==> src/rtl/mlp_output_neuron_mac.sv <==
// Output-layer MAC neuron for the O/X detector MLP.
// Serial multiply-accumulate, bias add, rescale and saturate to the score.
module mlp_output_neuron_mac #(
  parameter int N_IN        = 16,
  parameter int ACT_W       = 8,
  parameter int WGT_W       = 8,
  parameter int BIAS_W      = 16,
  parameter int ACC_W       = 24,
  parameter int SCALE_SHIFT = 6,
  parameter int OUT_W       = 13
) (
  input  logic                     clk,
  input  logic                     rst_n,
  input  logic                     start,
  input  logic signed [BIAS_W-1:0] bias,
  input  logic                     in_valid,
  output logic                     in_ready,
  input  logic        [ACT_W-1:0]  in_act,
  input  logic signed [WGT_W-1:0]  in_wgt,
  output logic                     out_valid,
  input  logic                     out_ready,
  output logic signed [OUT_W-1:0]  z,
  output logic                     sat,
  output logic                     busy
);

  typedef enum logic [1:0] {
    IDLE,
    ACCUM,
    FINISH,
    HOLD
  } state_t;

  localparam int CNT_W  = (N_IN > 1) ? $clog2(N_IN) : 1;
  localparam int PROD_W = ACT_W + WGT_W + 1;
  localparam int SUM_W  = ACC_W + 1;

  localparam logic signed [SUM_W-1:0] Z_MAX =
    SUM_W'((1 << (OUT_W - 1)) - 1);
  localparam logic signed [SUM_W-1:0] Z_MIN =
    SUM_W'(-(1 << (OUT_W - 1)));

  state_t state;
  state_t state_next;

  logic signed [ACC_W-1:0]  acc;
  logic        [CNT_W-1:0]  cnt;
  logic signed [BIAS_W-1:0] bias_r;

  logic                     beat;
  logic                     last_beat;
  logic signed [PROD_W-1:0] prod;
  logic signed [ACC_W-1:0]  prod_ext;
  logic signed [SUM_W-1:0]  sum;
  logic signed [SUM_W-1:0]  s;
  logic signed [OUT_W-1:0]  z_next;
  logic                     sat_next;

  // in_ready is high exactly while in ACCUM, so it qualifies the beat
  assign beat      = in_valid && in_ready;
  assign last_beat = beat && (cnt == CNT_W'(N_IN - 1));
  assign busy      = (state != IDLE);

  // Activation is unsigned: a zero MSB keeps the product signed-correct
  assign prod     = $signed({1'b0, in_act}) * $signed(in_wgt);
  assign prod_ext = {{(ACC_W - PROD_W){prod[PROD_W-1]}}, prod};

  // One guard bit keeps acc + bias from wrapping
  assign sum = {acc[ACC_W-1], acc}
             + {{(SUM_W - BIAS_W){bias_r[BIAS_W-1]}}, bias_r};
  assign s   = sum >>> SCALE_SHIFT;

  // Clip the floored score into the signed OUT_W range
  always_comb begin
    z_next   = s[OUT_W-1:0];
    sat_next = 1'b0;
    if (s > Z_MAX) begin
      z_next   = {1'b0, {(OUT_W - 1){1'b1}}};
      sat_next = 1'b1;
    end else if (s < Z_MIN) begin
      z_next   = {1'b1, {(OUT_W - 1){1'b0}}};
      sat_next = 1'b1;
    end
  end

  // Next-state decode
  always_comb begin
    state_next = state;
    unique case (state)
      IDLE:    if (start) state_next = ACCUM;
      ACCUM:   if (last_beat) state_next = FINISH;
      FINISH:  state_next = HOLD;
      HOLD:    if (out_ready) state_next = IDLE;
      default: state_next = IDLE;
    endcase
  end

  // State register
  always_ff @(posedge clk) begin
    if (!rst_n) state <= IDLE;
    else        state <= state_next;
  end

  // Accumulator, beat counter and captured bias
  always_ff @(posedge clk) begin
    if (!rst_n) begin
      acc    <= '0;
      cnt    <= '0;
      bias_r <= '0;
    end else if (state == IDLE && start) begin
      acc    <= '0;
      cnt    <= '0;
      bias_r <= bias;
    end else if (beat) begin
      acc <= acc + prod_ext;
      cnt <= cnt + 1'b1;
    end
  end

  // Registered handshake flags follow the upcoming state
  always_ff @(posedge clk) begin
    if (!rst_n) begin
      in_ready  <= 1'b0;
      out_valid <= 1'b0;
    end else begin
      in_ready  <= (state_next == ACCUM);
      out_valid <= (state_next == HOLD);
    end
  end

  // Result registers load once in FINISH and hold afterwards
  always_ff @(posedge clk) begin
    if (!rst_n) begin
      z   <= '0;
      sat <= 1'b0;
    end else if (state == FINISH) begin
      z   <= z_next;
      sat <= sat_next;
    end
  end

endmodule

==> config.mk <==
export PLATFORM = sky130hd
export DESIGN_NAME = mlp_output_neuron_mac
export DESIGN_NICKNAME = d
export VERILOG_FILES = /design/src/rtl/mlp_output_neuron_mac.sv
export SDC_FILE = /design/constraint.sdc
export NUM_CORES = 1
export LEC_CHECK = 0
export CAP_MARGIN = 10
export CORE_UTILIZATION = 55
export CTS_BUF_LIST = sky130_fd_sc_hd__clkbuf_4 sky130_fd_sc_hd__clkbuf_8
export DETAILED_ROUTE_END_ITERATION = 8
export GPL_TIMING_DRIVEN = 0
export PLACE_DENSITY = 0.76
export RECOVER_POWER = 100
export SYNTH_ARGS = -nofsm -noshare
export SYNTH_HDL_FRONTEND = slang
export SYNTH_SLANG_ARGS = --single-unit
export TNS_END_PERCENT = 100
==> constraint.sdc <==
create_clock -name clk -period 7.96 [get_ports clk]
set_input_delay 1.592 -clock clk [delete_from_list [all_inputs] [get_ports clk]]
set_output_delay 1.592 -clock clk [all_outputs]
set_load 0.01 [all_outputs]
Word level (Yosys, flattened, before mapping):

Index checks and enable logic that the tools add are counted.
W data, S select, Z words.

* bits of input ports: 37
* register bits: 62

* equality and inequality tests: 6
* muxes and demuxes: 8
* multiply operators: 1
* reductions and logical operators: 6
* bitwise operators: 1
* add/subtract/negate cells: 3
* order comparisons: 2

Operator list (number)
* $mux W13: 2
* $add A24 B16 Y25: 1
* $add A24 B17 Y24: 1
* $gt A19 B13 Y1 const B: 1
* $lt A19 B13 Y1 const B: 1
* $mul A9 B8 Y17: 1
* $pmux W2 S4: 1
* $eq A2 B2 Y1 const B: 3
* $mux W2: 3
* $add A4 B1 Y4 const B: 1
* $eq A2 B1 Y1 const B: 2
* $eq A4 B4 Y1 const B: 1
* $logic_and A1 B1 Y1: 3
* $logic_not A2 Y1: 1
* $mux W1: 2
* $reduce_bool A2 Y1: 1
* $reduce_or A2 Y1: 1
* $not A1 Y1: 1

Longest topological paths before layout:

* depth after elaboration: 5
* depth in mapped cells: 21
* gate-level depth less buffers: 20

Worst setup path after synthesis:

OpenSTA, ideal clock, no wires.

* path type: input port to flip-flop
* start point: in in_wgt[1]
* end point: reg acc[23]
* arrival time: 6.447 ns
* path buffers: 1
* data required time: 7.842 ns
* slack: 1.395 ns
* setup time: 0.118 ns
* stages: 18
* path through: clkbuf_1 -> nand2_1 -> fa_1 -> inv_1 -> fa_1 -> fa_1 -> fa_1 -> fa_1 -> ha_1 -> o211ai_1 -> o211ai_1 -> and2_1 -> a311o_1 -> a221o_1 -> a21oi_2 -> nor2_1 -> a211o_1 -> mux2i_1

* word-level cells in the longest chain between the ends: 2

RTL lines
* start: declaration: line 19 `input logic signed [WGT_W-1:0] in_wgt,`
* $mul A9 B8 Y17: line 65 `assign prod = $signed({1'b0, in_act}) * $signed(in_wgt);`
* $add A24 B17 Y24: line 115 `acc <= acc + prod_ext;`
* end signal: assignment: line 115
* end: declaration: line 46 `logic signed [ACC_W-1:0] acc;`

No other way between the ends.
A chain may end at the register's enable or synchronous reset.

Worst setup path in the final report:

* start point: in in_wgt[7]
* end point: reg acc[23]

Same word-level chain as after synthesis.

==> results_dict.tcl <==
set metrics [dict create \
    fmax_mhz 132.6 \
    holdWs_ps 471.4 \
    hold_buffers 0 \
    r2r_end "acc[22]" \
    cts_setup_buffers 0 \
    port_buffers 50 \
    synthCells 767 \
    post_synth_num_cell_types 68 \
    grt-ovfl-total 0 \
    drtIter0Drc 288 \
    drive_gt1_share_pct 4.693 \
    dieArea_um2 12360 \
    drc 4 \
    io_pins 54 \
    violations "design-rule violations" \
    synth_common_cells "nand2_1, ha_1, inv_1" \
    cts.clk_slew.worst_paths_ps 60 \
    regToRegStartpoint "acc[4]" \
    grt_first_pass_wirelength_mm 25.44 \
    dp_cells 960 \
    core_region_area_um2 11520 \
    synth_largest_area_cell "ha_1" \
    finalSetupViolCount 0 \
    grt_pass1_vias 5647 \
    worstMarginPinSlew_ps 859.3 \
    grt_max_degree 13 \
    async_flop_share_pct 0 \
    grt_util_all_layers_pct 25.65 \
    layout_worst_path_cycle_share_pct 94.76 \
    synth_edf_count 0 \
    start_kind "primary input" \
    ctsResizeCount 0 \
    ys.flop_type "dfxtp_1" \
    die_x_um 111.2 \
    die_y_um 111.2 \
    wl_per_cell_um 15.25 \
    final_cells 975 \
    yosysMostFrequentCell "nand2_1" \
    antenna_found_initial 0 \
    worstPathArrival_ps 7780 \
    ir_drop_mv 0.1307 \
    dr.pass1.iters 7 \
    syn_area_um2 6554 \
    finalHoldViolations 0 \
    num_vias 5531 \
    ys_seq_area_share_pct 18.94 \
    syn_area_per_cell_um2 8.545 \
    multi_input_area_um2 4921 \
    critical_path_class "primary input to flip-flop" \
    endpoint "acc[23]" \
    cts.sinks 62 \
    clockRootBuffer "clkbuf_8" \
    slew_viol_final 0 \
    relSlewSlack_pct 41.96 \
    yosys-top-cells-area "ha_1, dfxtp_1, fa_1" \
    core.rowCount 39 \
    fin_skew_ps 8.435 \
    clock_path_buffers 2 \
    p_per_area_nw_per_um2 185.1 \
    status "finished, violations left" \
    r2r_slack_ps 2460 \
    synth_top_area_share_pct 19.09 \
    leakage_uw 0.003575 \
    nNetsFinal 1016 \
    endpoint_kind "flip-flop" \
    place_area_um2 7233 \
    clk-insertion-delay-late_ps 350 \
    ant_nets 0 \
    wl_mm 14.87 \
    hold_class "flip-flop to flip-flop" \
    setup_tns_ps 0 \
    worstRegToRegCells 20 \
    crit_start "in_wgt[7]" \
    synth_seq_cells 62 \
    syn2layout_area_growth_pct 12.52 \
    fin_area_um2 7375 \
    rsz0062_at_grt "no" \
    initial_core_util_pct 56.91 \
    cp.required_ps 8200 \
    via_per_inst 5.673 \
    finalWeightedCongestion 0.8773 \
    synth_fp_nets 955 \
    cts_buffers 9 \
    cts_tree "done" \
    dp_hpwl_mm 12.27 \
    fillers 1022 \
    cts_htree_levels 3 \
    min_period_ps 7543 \
    critPathMaxFanout 12 \
    register_area_um2 1241 \
    yosys_warnings 0 \
    cap_violations 0 \
]
==> layout make-up <==
| type | instances | area share (%) |
|---|---|---|
| Multi-Input combinational cell | 609 | 66.73 |
| Sequential cell | 62 | 16.83 |
| Timing Repair Buffer | 50 | 6.787 |
| Inverter | 72 | 3.665 |
| Tap cell | 143 | 2.426 |
| Clock buffer | 12 | 2.070 |
| Buffer | 24 | 1.323 |
| Clock inverter | 2 | 0.1357 |
| Antenna cell | 1 | 0.03393 |
==> state kept, by name, summed over array words and instances (netlist names) <==
name       count
in_ready       1
z             13
state          2
sat            1
bias_r        16
out_valid      1
acc           24
cnt            4
==> through the flow <==
step / setup slack (ps) / util [%] / total power, uW
6_report: 417.3 / 64.04 / 1365
5_1_grt: 119.2 / 64.02 / 1510
3_5_place_dp: 16.32 / 62.81 / 1128
2_1_floorplan: 1395 / - / 965.0
4_1_cts: 350.7 / 64.22 / 1372
3_3_place_gp: 159.6 / 62.81 / 1107
==> worst min path at each step <==
| stage | start | depth (start not counted) | end |
|---|---|---|---|
| global route | acc[17] | 2 | acc[17] |
| detailed placement | bias_r[0] | 2 | bias_r[0] |
| floorplan | bias_r[0] | 2 | bias_r[0] |
| CTS | bias_r[0] | 2 | bias_r[0] |
| finish | bias_r[0] | 2 | bias_r[0] |
| global placement | bias_r[0] | 2 | bias_r[0] |
==> critical path, cell delays in order <==
cell           delay, ps
dlygate4sd3_1        930
inv_1                300
fa_1                 590
inv_1                 60
fa_1                 510
fa_1                 450
fa_1                 580
fa_1                 420
ha_1                 350
o211ai_1             130
o211ai_1             100
and2_1               220
a311o_1              420
a221o_1              370
a21oi_2              230
nor2_1                80
a211o_1              310
mux2i_1              120
==> logic make-up (layout without fill, tap and decap cells) <==
logic type / count (synthesis) / after routing / synth area share (%)
other: 0 / 1 / 0
buffers and inverters: 96 / 160 / 5.727
AOI/OAI and AO/OA: 167 / 167 / 17.75
muxes: 3 / 3 / 0.4582
xor gates and xnor gates: 37 / 37 / 4.945
and+or+nand+nor: 251 / 251 / 17.51
adders and majority gates: 151 / 151 / 34.67
DFF: 62 / 62 / 18.94
==> where the power goes <==
group          switching (uW)  internal [uW]  total (uW)  leakage (uW)
Combinational             428            352         780       0.00298
Clock                     116            124         240     0.0000889
Sequential               17.8            328         346      0.000504
Total                     562            804        1370       0.00357
==> layout by cell type, fill, tap and decap left out, types with 3 or more instances in the layout <==
master / instances
xor2_1: 16
a21oi_2: 10
clkbuf_2: 3
clkdlybuf4s50_1: 27
a31oi_1: 3
and2_1: 31
nand2b_1: 8
xnor2_1: 21
clkbuf_1: 19
ha_1: 100
nor2b_1: 4
and3_1: 3
o21a_1: 3
inv_1: 72
mux2i_1: 3
dlygate4sd3_1: 23
nand4_1: 9
a211oi_1: 4
nor2_1: 30
fa_1: 51
nand2_1: 134
a211o_1: 3
dfxtp_1: 62
o211ai_1: 3
a21boi_0: 17
o21ai_0: 26
clkbuf_8: 10
a21o_1: 15
nand3_1: 15
a21oi_1: 53
nor3_1: 3
==> layer usage <==
metal,routed length (um),up-vias,global-route usage [%],share of wire (%)
met5,0,-,0,0
met3,571,17,4.101,3.8
met1,6666,2671,31.47,45
li1,-,2738,-,-
met2,7445,105,46.75,50
met4,187,0,6.036,1.3
Power figures use the tool's default switching activity.
